`config.mk`:
```
export PLATFORM = sky130hd
export DESIGN_NAME = mips_prog_loader_flat
export DESIGN_NICKNAME = d
export VERILOG_FILES = /design/src/rtl/mips_pkg.sv /design/src/rtl/mips_prog_loader_if.sv /design/src/rtl/mips_byte_packer.sv /design/src/rtl/mips_prog_loader.sv /design/src/flat_wrapper.sv
export SDC_FILE = /design/constraint.sdc
export NUM_CORES = 1
export LEC_CHECK = 0
export BUFFER_PORTS_ARGS = -buffer_cell sky130_fd_sc_hd__buf_2
export CAP_MARGIN = 25
export CORE_MARGIN = 1
export CORE_UTILIZATION = 39
export CTS_CLUSTER_DIAMETER = 120
export DETAILED_ROUTE_END_ITERATION = 16
export PLACE_DENSITY_LB_ADDON = 0.1
export SYNTH_ARGS = -nofsm -noshare
export SYNTH_HDL_FRONTEND = slang
export SYNTH_SLANG_ARGS = --single-unit
```
`constraint.sdc`:
```
create_clock -name clk1 -period 5.4 [get_ports clk1]
set_input_delay 1.08 -clock clk1 [delete_from_list [all_inputs] [get_ports clk1]]
set_output_delay 1.08 -clock clk1 [all_outputs]
set_load 0.1 [all_outputs]
```
`src/rtl/mips_pkg.sv`:
```
// Shared definitions for the MIPS program loader: FSM encoding, memory
// geometry defaults and stream framing constants.
package mips_pkg;

    localparam int MEM_DEPTH_DEF  = 1024;
    localparam int ADDR_W_DEF     = 10;

    // Stream framing: two length bytes, four bytes per word, one checksum byte
    localparam int HDR_BYTES      = 2;
    localparam int BYTES_PER_WORD = 4;
    localparam int CSUM_BYTES     = 1;

    typedef enum logic [2:0] {
        ST_IDLE   = 3'd0,
        ST_LEN_HI = 3'd1,
        ST_LEN_LO = 3'd2,
        ST_DATA   = 3'd3,
        ST_CSUM   = 3'd4,
        ST_DONE   = 3'd5,
        ST_ERR    = 3'd6
    } state_t;

endpackage

```
`src/rtl/mips_prog_loader_if.sv`:
```
// Byte-stream input and memory write port of the program loader.
interface mips_prog_loader_if #(
    parameter int ADDR_W = mips_pkg::ADDR_W_DEF
) ();
    logic              in_valid;
    logic              in_ready;
    logic [7:0]        in_data;
    logic              mem_we;
    logic [ADDR_W-1:0] mem_addr;
    logic [31:0]       mem_wdata;

    // master feeds bytes and observes the memory writes; slave is the loader
    modport master (
        output in_valid, in_data,
        input  in_ready, mem_we, mem_addr, mem_wdata
    );

    modport slave (
        input  in_valid, in_data,
        output in_ready, mem_we, mem_addr, mem_wdata
    );
endinterface

```
`src/rtl/mips_byte_packer.sv`:
```
// Packs four big-endian bytes into a 32-bit word and emits a one-cycle
// registered word strobe on the cycle after the fourth byte.
module mips_byte_packer
    import mips_pkg::*;
(
    input  logic        clk1,
    input  logic        rst,
    input  logic        clr,
    input  logic        byte_en,
    input  logic [7:0]  byte_in,
    output logic        word_valid,
    output logic [31:0] word
);

    logic [23:0] shift_reg;
    logic [1:0]  cnt_reg;
    logic        last_byte;

    assign last_byte = (cnt_reg == 2'(BYTES_PER_WORD - 1));

    always_ff @(posedge clk1 or posedge rst) begin
        if (rst) begin
            shift_reg  <= '0;
            cnt_reg    <= '0;
            word_valid <= 1'b0;
            word       <= '0;
        end else begin
            word_valid <= 1'b0;
            if (clr) begin
                shift_reg <= '0;
                cnt_reg   <= '0;
            end else if (byte_en) begin
                shift_reg <= {shift_reg[15:0], byte_in};
                cnt_reg   <= cnt_reg + 2'd1;
                // word holds its value until the next word completes
                if (last_byte) begin
                    word_valid <= 1'b1;
                    word       <= {shift_reg, byte_in};
                end
            end
        end
    end

endmodule

```
`src/rtl/mips_prog_loader.sv`:
```
// Boot loader: receives a length-prefixed, XOR-checksummed byte stream,
// writes it word by word into instruction memory, then releases the core.
module mips_prog_loader
    import mips_pkg::*;
#(
    parameter int MEM_DEPTH = MEM_DEPTH_DEF,
    parameter int ADDR_W    = ADDR_W_DEF
) (
    input  logic                clk1,
    input  logic                rst,
    input  logic                start,
    mips_prog_loader_if.slave   bus,
    output logic                busy,
    output logic                core_run,
    output logic                err
);

    localparam logic [16:0]       DEPTH_LIM = 17'(MEM_DEPTH);
    localparam logic [ADDR_W-1:0] LAST_ADDR = ADDR_W'(MEM_DEPTH - 1);

    state_t            state_reg, state_next;
    logic [7:0]        len_hi_reg;
    logic [15:0]       len_reg;
    logic [17:0]       byte_cnt_reg;
    logic [7:0]        csum_reg;
    logic [ADDR_W-1:0] addr_reg;

    logic              accept;
    logic              start_ok;
    logic [15:0]       len_rx;
    logic              len_bad;
    logic [17:0]       last_payload;
    logic              packer_en;

    assign accept       = bus.in_valid && bus.in_ready;
    assign start_ok     = start && (state_reg == ST_IDLE || state_reg == ST_DONE ||
                                    state_reg == ST_ERR);
    assign len_rx       = {len_hi_reg, bus.in_data};
    assign len_bad      = (len_rx == 16'd0) || ({1'b0, len_rx} > DEPTH_LIM);
    assign last_payload = {len_reg, 2'b00} - 18'd1;
    assign packer_en    = accept && (state_reg == ST_DATA);

    always_ff @(posedge clk1 or posedge rst) begin
        if (rst) begin
            state_reg <= ST_IDLE;
        end else begin
            state_reg <= state_next;
        end
    end

    always_comb begin
        state_next = state_reg;
        case (state_reg)
            ST_IDLE, ST_DONE, ST_ERR: if (start) state_next = ST_LEN_HI;
            ST_LEN_HI: if (accept) state_next = ST_LEN_LO;
            ST_LEN_LO: if (accept) state_next = len_bad ? ST_ERR : ST_DATA;
            ST_DATA:   if (accept && byte_cnt_reg == last_payload) state_next = ST_CSUM;
            ST_CSUM:   if (accept) state_next = (bus.in_data == csum_reg) ? ST_DONE : ST_ERR;
            default:   state_next = ST_IDLE;
        endcase
    end

    always_comb begin
        bus.in_ready = 1'b0;
        busy         = 1'b0;
        core_run     = 1'b0;
        err          = 1'b0;
        case (state_reg)
            ST_LEN_HI, ST_LEN_LO, ST_DATA, ST_CSUM: begin
                bus.in_ready = 1'b1;
                busy         = 1'b1;
            end
            ST_DONE: core_run = 1'b1;
            ST_ERR:  err      = 1'b1;
            default: ;
        endcase
    end

    always_ff @(posedge clk1 or posedge rst) begin
        if (rst) begin
            len_hi_reg   <= '0;
            len_reg      <= '0;
            byte_cnt_reg <= '0;
            csum_reg     <= '0;
        end else if (start_ok) begin
            len_hi_reg   <= '0;
            len_reg      <= '0;
            byte_cnt_reg <= '0;
            csum_reg     <= '0;
        end else if (accept) begin
            case (state_reg)
                ST_LEN_HI: len_hi_reg <= bus.in_data;
                ST_LEN_LO: len_reg    <= len_rx;
                ST_DATA: begin
                    byte_cnt_reg <= byte_cnt_reg + 18'd1;
                    csum_reg     <= csum_reg ^ bus.in_data;
                end
                default: ;
            endcase
        end
    end

    // Address advances after each write strobe; it parks on the last word
    // rather than wrapping when a full-depth image is loaded.
    always_ff @(posedge clk1 or posedge rst) begin
        if (rst) begin
            addr_reg <= '0;
        end else if (start_ok) begin
            addr_reg <= '0;
        end else if (bus.mem_we && addr_reg != LAST_ADDR) begin
            addr_reg <= addr_reg + 1'b1;
        end
    end

    assign bus.mem_addr = addr_reg;

    mips_byte_packer u_packer (
        .clk1       (clk1),
        .rst        (rst),
        .clr        (start_ok),
        .byte_en    (packer_en),
        .byte_in    (bus.in_data),
        .word_valid (bus.mem_we),
        .word       (bus.mem_wdata)
    );

endmodule

```
`src/flat_wrapper.sv`:
```
// flat-port wrapper written by rule: the top's interface ports become plain ports
module mips_prog_loader_flat import mips_pkg::*;
#(
    parameter int MEM_DEPTH = MEM_DEPTH_DEF,
    parameter int ADDR_W    = ADDR_W_DEF
)
  (clk1, rst, start, busy, core_run, err, bus_in_valid, bus_in_data, bus_in_ready, bus_mem_we, bus_mem_addr, bus_mem_wdata);
  mips_prog_loader_if #(.ADDR_W(ADDR_W)) bus_i ();
  input  logic clk1;
  input  logic rst;
  input  logic start;
  output logic busy;
  output logic core_run;
  output logic err;
  input wire logic [$bits(bus_i.in_valid)-1:0] bus_in_valid;
  input wire logic [$bits(bus_i.in_data)-1:0] bus_in_data;
  output wire logic [$bits(bus_i.in_ready)-1:0] bus_in_ready;
  output wire logic [$bits(bus_i.mem_we)-1:0] bus_mem_we;
  output wire logic [$bits(bus_i.mem_addr)-1:0] bus_mem_addr;
  output wire logic [$bits(bus_i.mem_wdata)-1:0] bus_mem_wdata;
  assign bus_i.in_valid = bus_in_valid;
  assign bus_i.in_data = bus_in_data;
  assign bus_in_ready = bus_i.in_ready;
  assign bus_mem_we = bus_i.mem_we;
  assign bus_mem_addr = bus_i.mem_addr;
  assign bus_mem_wdata = bus_i.mem_wdata;
  mips_prog_loader #(.MEM_DEPTH(MEM_DEPTH), .ADDR_W(ADDR_W)) u_core (.clk1(clk1), .rst(rst), .start(start), .bus(bus_i), .busy(busy), .core_run(core_run), .err(err));
endmodule
```
==> impl_metrics.tcl, run 1 <==
set metrics [dict create \
    outcome "completed" \
    num_rows 44 \
    synthFlopType "dfrtp_1" \
    floorplan.initialDensity_pct 39.90 \
    fin_area_um2 6825 \
    synth_seq_cells 122 \
    drv_slew 0 \
    timing.final.ws_setup_ns 2.126 \
    swShare_pct 47.40 \
    final_nets 657 \
    fillers 1381 \
    finClkSkew_ns 0.004899 \
    vias_per_cell 5.164 \
    grt_max_degree 75 \
    cap_violations 0 \
    core_um2 14480 \
    clockPowerShare_pct 23.3 \
    worstPathRequired_ns 4.32 \
    ant_nets 0 \
    endpoint_kind "output port" \
    synthAdderAreaFrac_pct 0.8664 \
    min_path_type "register to register" \
    place_area_um2 6196 \
    synth_compound_area_share_pct 8.144 \
    grt_pass1_wl_um 21290 \
    cts_setup_buffers 0 \
    clock_latency_ns 0.41 \
    cts-hold-fix-buffers 0 \
    dp_hpwl_um 8661 \
    cts_resized 0 \
    critical_path_peak_fanout 17 \
    p_int_mw 2.449 \
    worstSetupStartpointType "register" \
    p_seq_share_pct 32.7 \
    wl_per_cell_um 15.33 \
    yosys.area_share.simple_pct 19.23 \
    vias 4317 \
    regArea_um2 3053 \
    place_ws_ns 2.143 \
    diodes 0 \
    dieWidth_um 123.7 \
    grt_overflow 0 \
    power_switching_mw 2.206 \
    netlist-cell-type-count 43 \
    area_delta_synth_final_pct 18.15 \
    synth_seq_area_share_pct 52.85 \
    netlist.area_leader.share_pct 52.85 \
    synth_nets 605 \
    timing.final.crit_share_pct 60.63 \
    grt_usage_pct 18.49 \
    cts_max_path_buffers 2 \
    hold_viol_final 0 \
    grt_pass1_vias 4157 \
    syn_inst 589 \
    dieArea_um2 15300 \
    worst_ep_arrival_time_ns 2.19 \
    worstMarginPinSlew_ns 0.9347 \
    netlist_top_cells_area "dfrtp_1 (53%), nand2_1 (7.9%), xor2_1 (6.8%)" \
    fmax_mhz 305.4 \
    syn_area_per_cell_um2 9.808 \
    comb_power_share_pct 44.0 \
    p_per_area_nw_per_um2 682.0 \
    yosysWarnings 0 \
    fin_setup_tns_ns 0 \
    yosys.area.top_type "dfrtp_1" \
    io_buffers 58 \
    p_leak_nw 3.236 \
    fin_crit_ns 3.274 \
    drive_above_1_share_pct 21.01 \
    synthArstFlopShare_pct 100.0 \
    cts_tree "yes" \
    r2r_setup_slack_ns 2.65 \
    cts.sinks 122 \
    holdPathStages 1 \
    ioPinCount 59 \
    max_slew_margin_pct 37.21 \
    routed_wl_um 12820 \
    drcViolationCount 0 \
    synthMuxAreaShare_pct 6.238 \
    htreeDepth 4 \
    cts_root_buf "clkbuf_16" \
    syn_area_um2 5777 \
    synth_edf_count 0 \
    multi_input_area_um2 2560 \
    synth_top_family_by_area "simple AND/OR/NAND/NOR gates" \
    synth_xor_area_share_pct 9.703 \
    crit_type "register to output port" \
    peakVddDrop_mv 0.3777 \
    drt-pass1-iter-count 4 \
    dr.first_iter.drc_count 189 \
    gp_congestion 0.8073 \
    setup_viol 0 \
    cts_made_buffers 17 \
    r2r_cells 7 \
    cts.reportedPaths.clkPinSlew_ns 0.06 \
    hold_slack_ns 0.4971 \
    largest_register_ffs 32 \
    rsz0062_at_grt "false" \
    fp.dieH_um 123.7 \
    antenna_found_initial 0 \
]
[worst max-delay path, stage by stage, from the launching register on]
cell     delay (ns)
dfrtp_1        0.68
nor2_1         0.15
xnor2_1        0.43
buf_2          0.52
[path summary, 6_finish.rpt]
| kind | from | end |
|---|---|---|
| worst max-delay path | u_core.state_reg[0] | busy |
| worst min-delay path | u_core.u_packer.word[20] | u_core.u_packer.word[20] |
| worst max register to register | u_core.state_reg[2] | u_core.byte_cnt_reg[17] |
| worst min register to register | u_core.u_packer.word[20] | u_core.u_packer.word[20] |
| max in group asynchronous | rst | u_core.len_reg[12] |
| min in group asynchronous | rst | u_core.bus.mem_addr[9] |
[kinds of logic after synthesis]
family / Yosys count
and+or+nand+nor: 242
DFF: 122
AOI/OAI and AO/OA: 86
xor gates and xnor gates: 64
buffers and inverters: 39
muxes: 32
adders and majority gates: 4
[Yosys cell counts (all sizes together) (10+ instances only)]
cell and number:
nor4 10, nand3 14, a21oi 63, xnor2 19
nor2 48, nand2 121, xor2 45, clkbuf 24
dfrtp 122, mux2 32, nand4 10, o21ai 10
[cell type report]
class                           count  area share [%]
Timing Repair Buffer               66           5.720
Tap cell                          184           3.373
Inverter                            6          0.3666
Multi-Input combinational cell    428           37.51
Clock inverter                     12           1.870
Clock buffer                       18           6.434
Sequential cell                   122           44.73
[placed cells by master (no fill, tap or decap), drive strengths merged, types with 3 or more instances in the layout]
master | netlist | routed
a21oi | 63 | 63
nand3 | 14 | 14
a31oi | 3 | 3
clkinvlp | 0 | 7
o21a | 3 | 3
xnor2 | 19 | 19
ha | 4 | 4
nor4 | 10 | 10
o21ai | 10 | 10
and3 | 6 | 6
xor2 | 45 | 45
and4 | 3 | 3
nand2 | 121 | 121
nor3 | 9 | 9
buf | 9 | 66
clkinv | 0 | 3
nand4 | 10 | 10
nor2 | 48 | 48
dfrtp | 122 | 122
clkbuf | 24 | 18
or3 | 6 | 6
or4 | 3 | 3
inv | 6 | 6
mux2 | 32 | 32
[per-layer routing]
layer | vias to the layer above | track usage (%) | wire length (um)
met5 | - | 0 | 0
met3 | 22 | 4.625 | 432
met2 | 77 | 27.95 | 5895
li1 | 2096 | - | -
met4 | 0 | 8.584 | 260
met1 | 2122 | 24.87 | 6229
[through the flow]
| step | utilization (%) | power, mW | instances |
|---|---|---|---|
| after CTS | 46.71 | 4.680 | 833 |
| after detailed placement | 42.79 | 3.570 | 803 |
| final | 47.14 | 4.655 | 836 |
| after global placement | 42.79 | 3.536 | 803 |
| after floorplan | - | 3.217 | 589 |
| after global routing | 47.14 | 4.930 | 836 |
[power groups by stage]
stage               Sequential, mW  Combinational, mW  Clock (mW)
global route                  1.57               2.21        1.15
global placement              1.52               2.01           0
detailed placement            1.53               2.04           0
floorplan                     2.19               1.03           0
finish                        1.52               2.05        1.09
CTS                           1.52               2.04        1.12
No activity file was read; power rests on OpenSTA's default activity.
==> run 2, diff against run 1 <==
==> constraint.sdc (replaced) <==
create_clock -name clk1 -period 2.8 [get_ports clk1]
set_input_delay 0.56 -clock clk1 [delete_from_list [all_inputs] [get_ports clk1]]
set_output_delay 0.56 -clock clk1 [all_outputs]
set_load 0.1 [all_outputs]
==> run 2 against run 1 <==
- die area stayed put
- global-route usage is 0.16 points lower
- power is 95% higher
- count of clock-buffer cells in the layout is 2 higher
- cell count is 0.72% higher
- sequential share of layout area is 0.37 points lower
- critical path type is now register to register
- largest cell class unchanged
==> impl_metrics.tcl, run 2 (synthesis gave the netlist of run 1 again) <==
set metrics [dict create \
    outcome "completed" \
    path_cells "or4_4 -> or4_4 -> nor4_4 -> xnor2_1 -> a2111oi_2 -> and3_1 -> a31oi_1" \
    drcViolationCount 0 \
    crit_top_cell "or4_4" \
    worst_ep_arrival_time_ns 2.89 \
    fin_area_um2 6882 \
    htreeDepth 4 \
    ioPinCount 59 \
    routed_wl_um 12960 \
    clock_latency_ns 0.41 \
    p_per_area_nw_per_um2 1316 \
    timing.final.crit_share_pct 93.77 \
    worstMarginPinSlew_ns 0.5286 \
    cts_resized 0 \
    cts.sinks 122 \
    cts_setup_buffers 0 \
    min_path_type "input port to asynchronous set/reset pin" \
    cts_tree "yes" \
    fin_crit_ns 2.626 \
    worstSetupStartpointType "register" \
    cap_violations 0 \
    peakVddDrop_mv 0.7135 \
    fillers 1395 \
    vias_per_cell 5.129 \
    cp_slowest_stage_delay_ns 0.58 \
    area_delta_synth_final_pct 19.12 \
    drv_slew 0 \
    crit_type "register to register" \
    vias 4319 \
    grt_usage_pct 18.33 \
    endpoint_kind "register" \
    r2r-start "u_core.len_reg[7]" \
    core_um2 14480 \
    slowest_stage "or4_4" \
    num_rows 44 \
    cts_max_path_buffers 2 \
    rsz0062_at_grt "false" \
    antenna_found_initial 0 \
    dp_hpwl_um 8726 \
    layout_commonest_cell "dfrtp_1" \
    finClkSkew_ns 0.007022 \
    layout_common_cells "dfrtp_1 (122), nand2_1 (121), a21oi_1 (63)" \
    wl_per_cell_um 15.40 \
    p_leak_nw 3.271 \
    dieArea_um2 15300 \
    ant_nets 0 \
    cts-hold-fix-buffers 0 \
    drive_above_1_share_pct 21.58 \
    fp.dieH_um 123.7 \
    r2r_setup_slack_ns 0.17 \
    grt_max_degree 87 \
    grt_overflow 0 \
    cts_made_buffers 17 \
    fin_setup_tns_ns 0 \
    path_delay_family "simple AND/OR/NAND/NOR gates" \
    dr.first_iter.drc_count 187 \
    io_buffers 58 \
    multi_input_area_um2 2567 \
    hold_slack_ns 0.1865 \
    final_nets 661 \
    place_area_um2 6295 \
    dieWidth_um 123.7 \
    max_slew_margin_pct 64.69 \
    r2r_cells 7 \
    gp_congestion 0.8350 \
    largest_register_ffs 32 \
    regArea_um2 3053 \
    fmax_mhz 380.9 \
    critical_path_peak_fanout 6 \
    setup_viol 0 \
    grt_pass1_wl_um 21300 \
    grt_pass1_vias 4219 \
    floorplan.initialDensity_pct 39.90 \
    cp_num_buf_inv 0 \
    diodes 0 \
    hold_viol_final 0 \
    drt-pass1-iter-count 4 \
    cts_root_buf "clkbuf_16" \
    setup.worst_path.start "u_core.len_reg[7]" \
    worstPathRequired_ns 3.07 \
    cts.reportedPaths.clkPinSlew_ns 0.06 \
    regToRegEndpoint "u_core.state_reg[1]" \
]
==> run 2: cell types whose count changed in the layout (fill, tap and decap cells not counted), moves of 2 or more <==
cell and change:
buf_12 +2, buf_4 +4, clkinv_2 -2, clkinvlp_4 -3
clkinv_4 +4, clkbuf_1 +2, inv_6 +2
==> run 2: through the flow <==
| step | setup slack (ns) | power [mW] | util [%] | cells |
|---|---|---|---|---|
| final | 0.1744 | 9.055 | 47.53 | 842 |
| after global routing | 0.04907 | 9.588 | 47.53 | 842 |
| after CTS | 0.1653 | 9.141 | 47.53 | 842 |
| after detailed placement | 0.1691 | 6.954 | 43.48 | 810 |
| after global placement | 0.3051 | 6.870 | 43.48 | 810 |
| after floorplan | 0.2179 | 6.214 | - | 589 |
==> run 2: worst max-delay path by stage <==
| stage | to | slack (ns) | depth (start not counted) |
|---|---|---|---|
| after floorplan | err | 0.22 | 3 |
| after global placement | u_core.state_reg[1] | 0.31 | 7 |
| after detailed placement | u_core.state_reg[1] | 0.17 | 7 |
| after CTS | u_core.state_reg[1] | 0.17 | 7 |
| after global routing | u_core.state_reg[1] | 0.05 | 7 |
| final | u_core.state_reg[1] | 0.17 | 7 |
==> run 2: layer usage <==
metal	up-vias	track usage [%]	share of wire (%)
met5	-	0	0
met4	0	7.530	1.8
met3	18	4.487	3.9
met2	86	28.44	47
met1	2109	24.48	48
li1	2106	-	-
==> run 2: layout make-up <==
cell class                 count  area share [%]
sequential                   122           44.36
multi-input combinational    428           37.31
clock buffer                  20           6.491
timing repair buffer          70           6.073
tap                          184           3.345
clock inverter                12           2.036
inverter                       6          0.3818
==> run 2: power by group <==
group	leakage, nW	internal, mW	switching (mW)	total (mW)
logic	1.37	1.07	2.94	4.01
clock network	0.277	1.34	0.815	2.16
registers	1.63	2.36	0.534	2.89
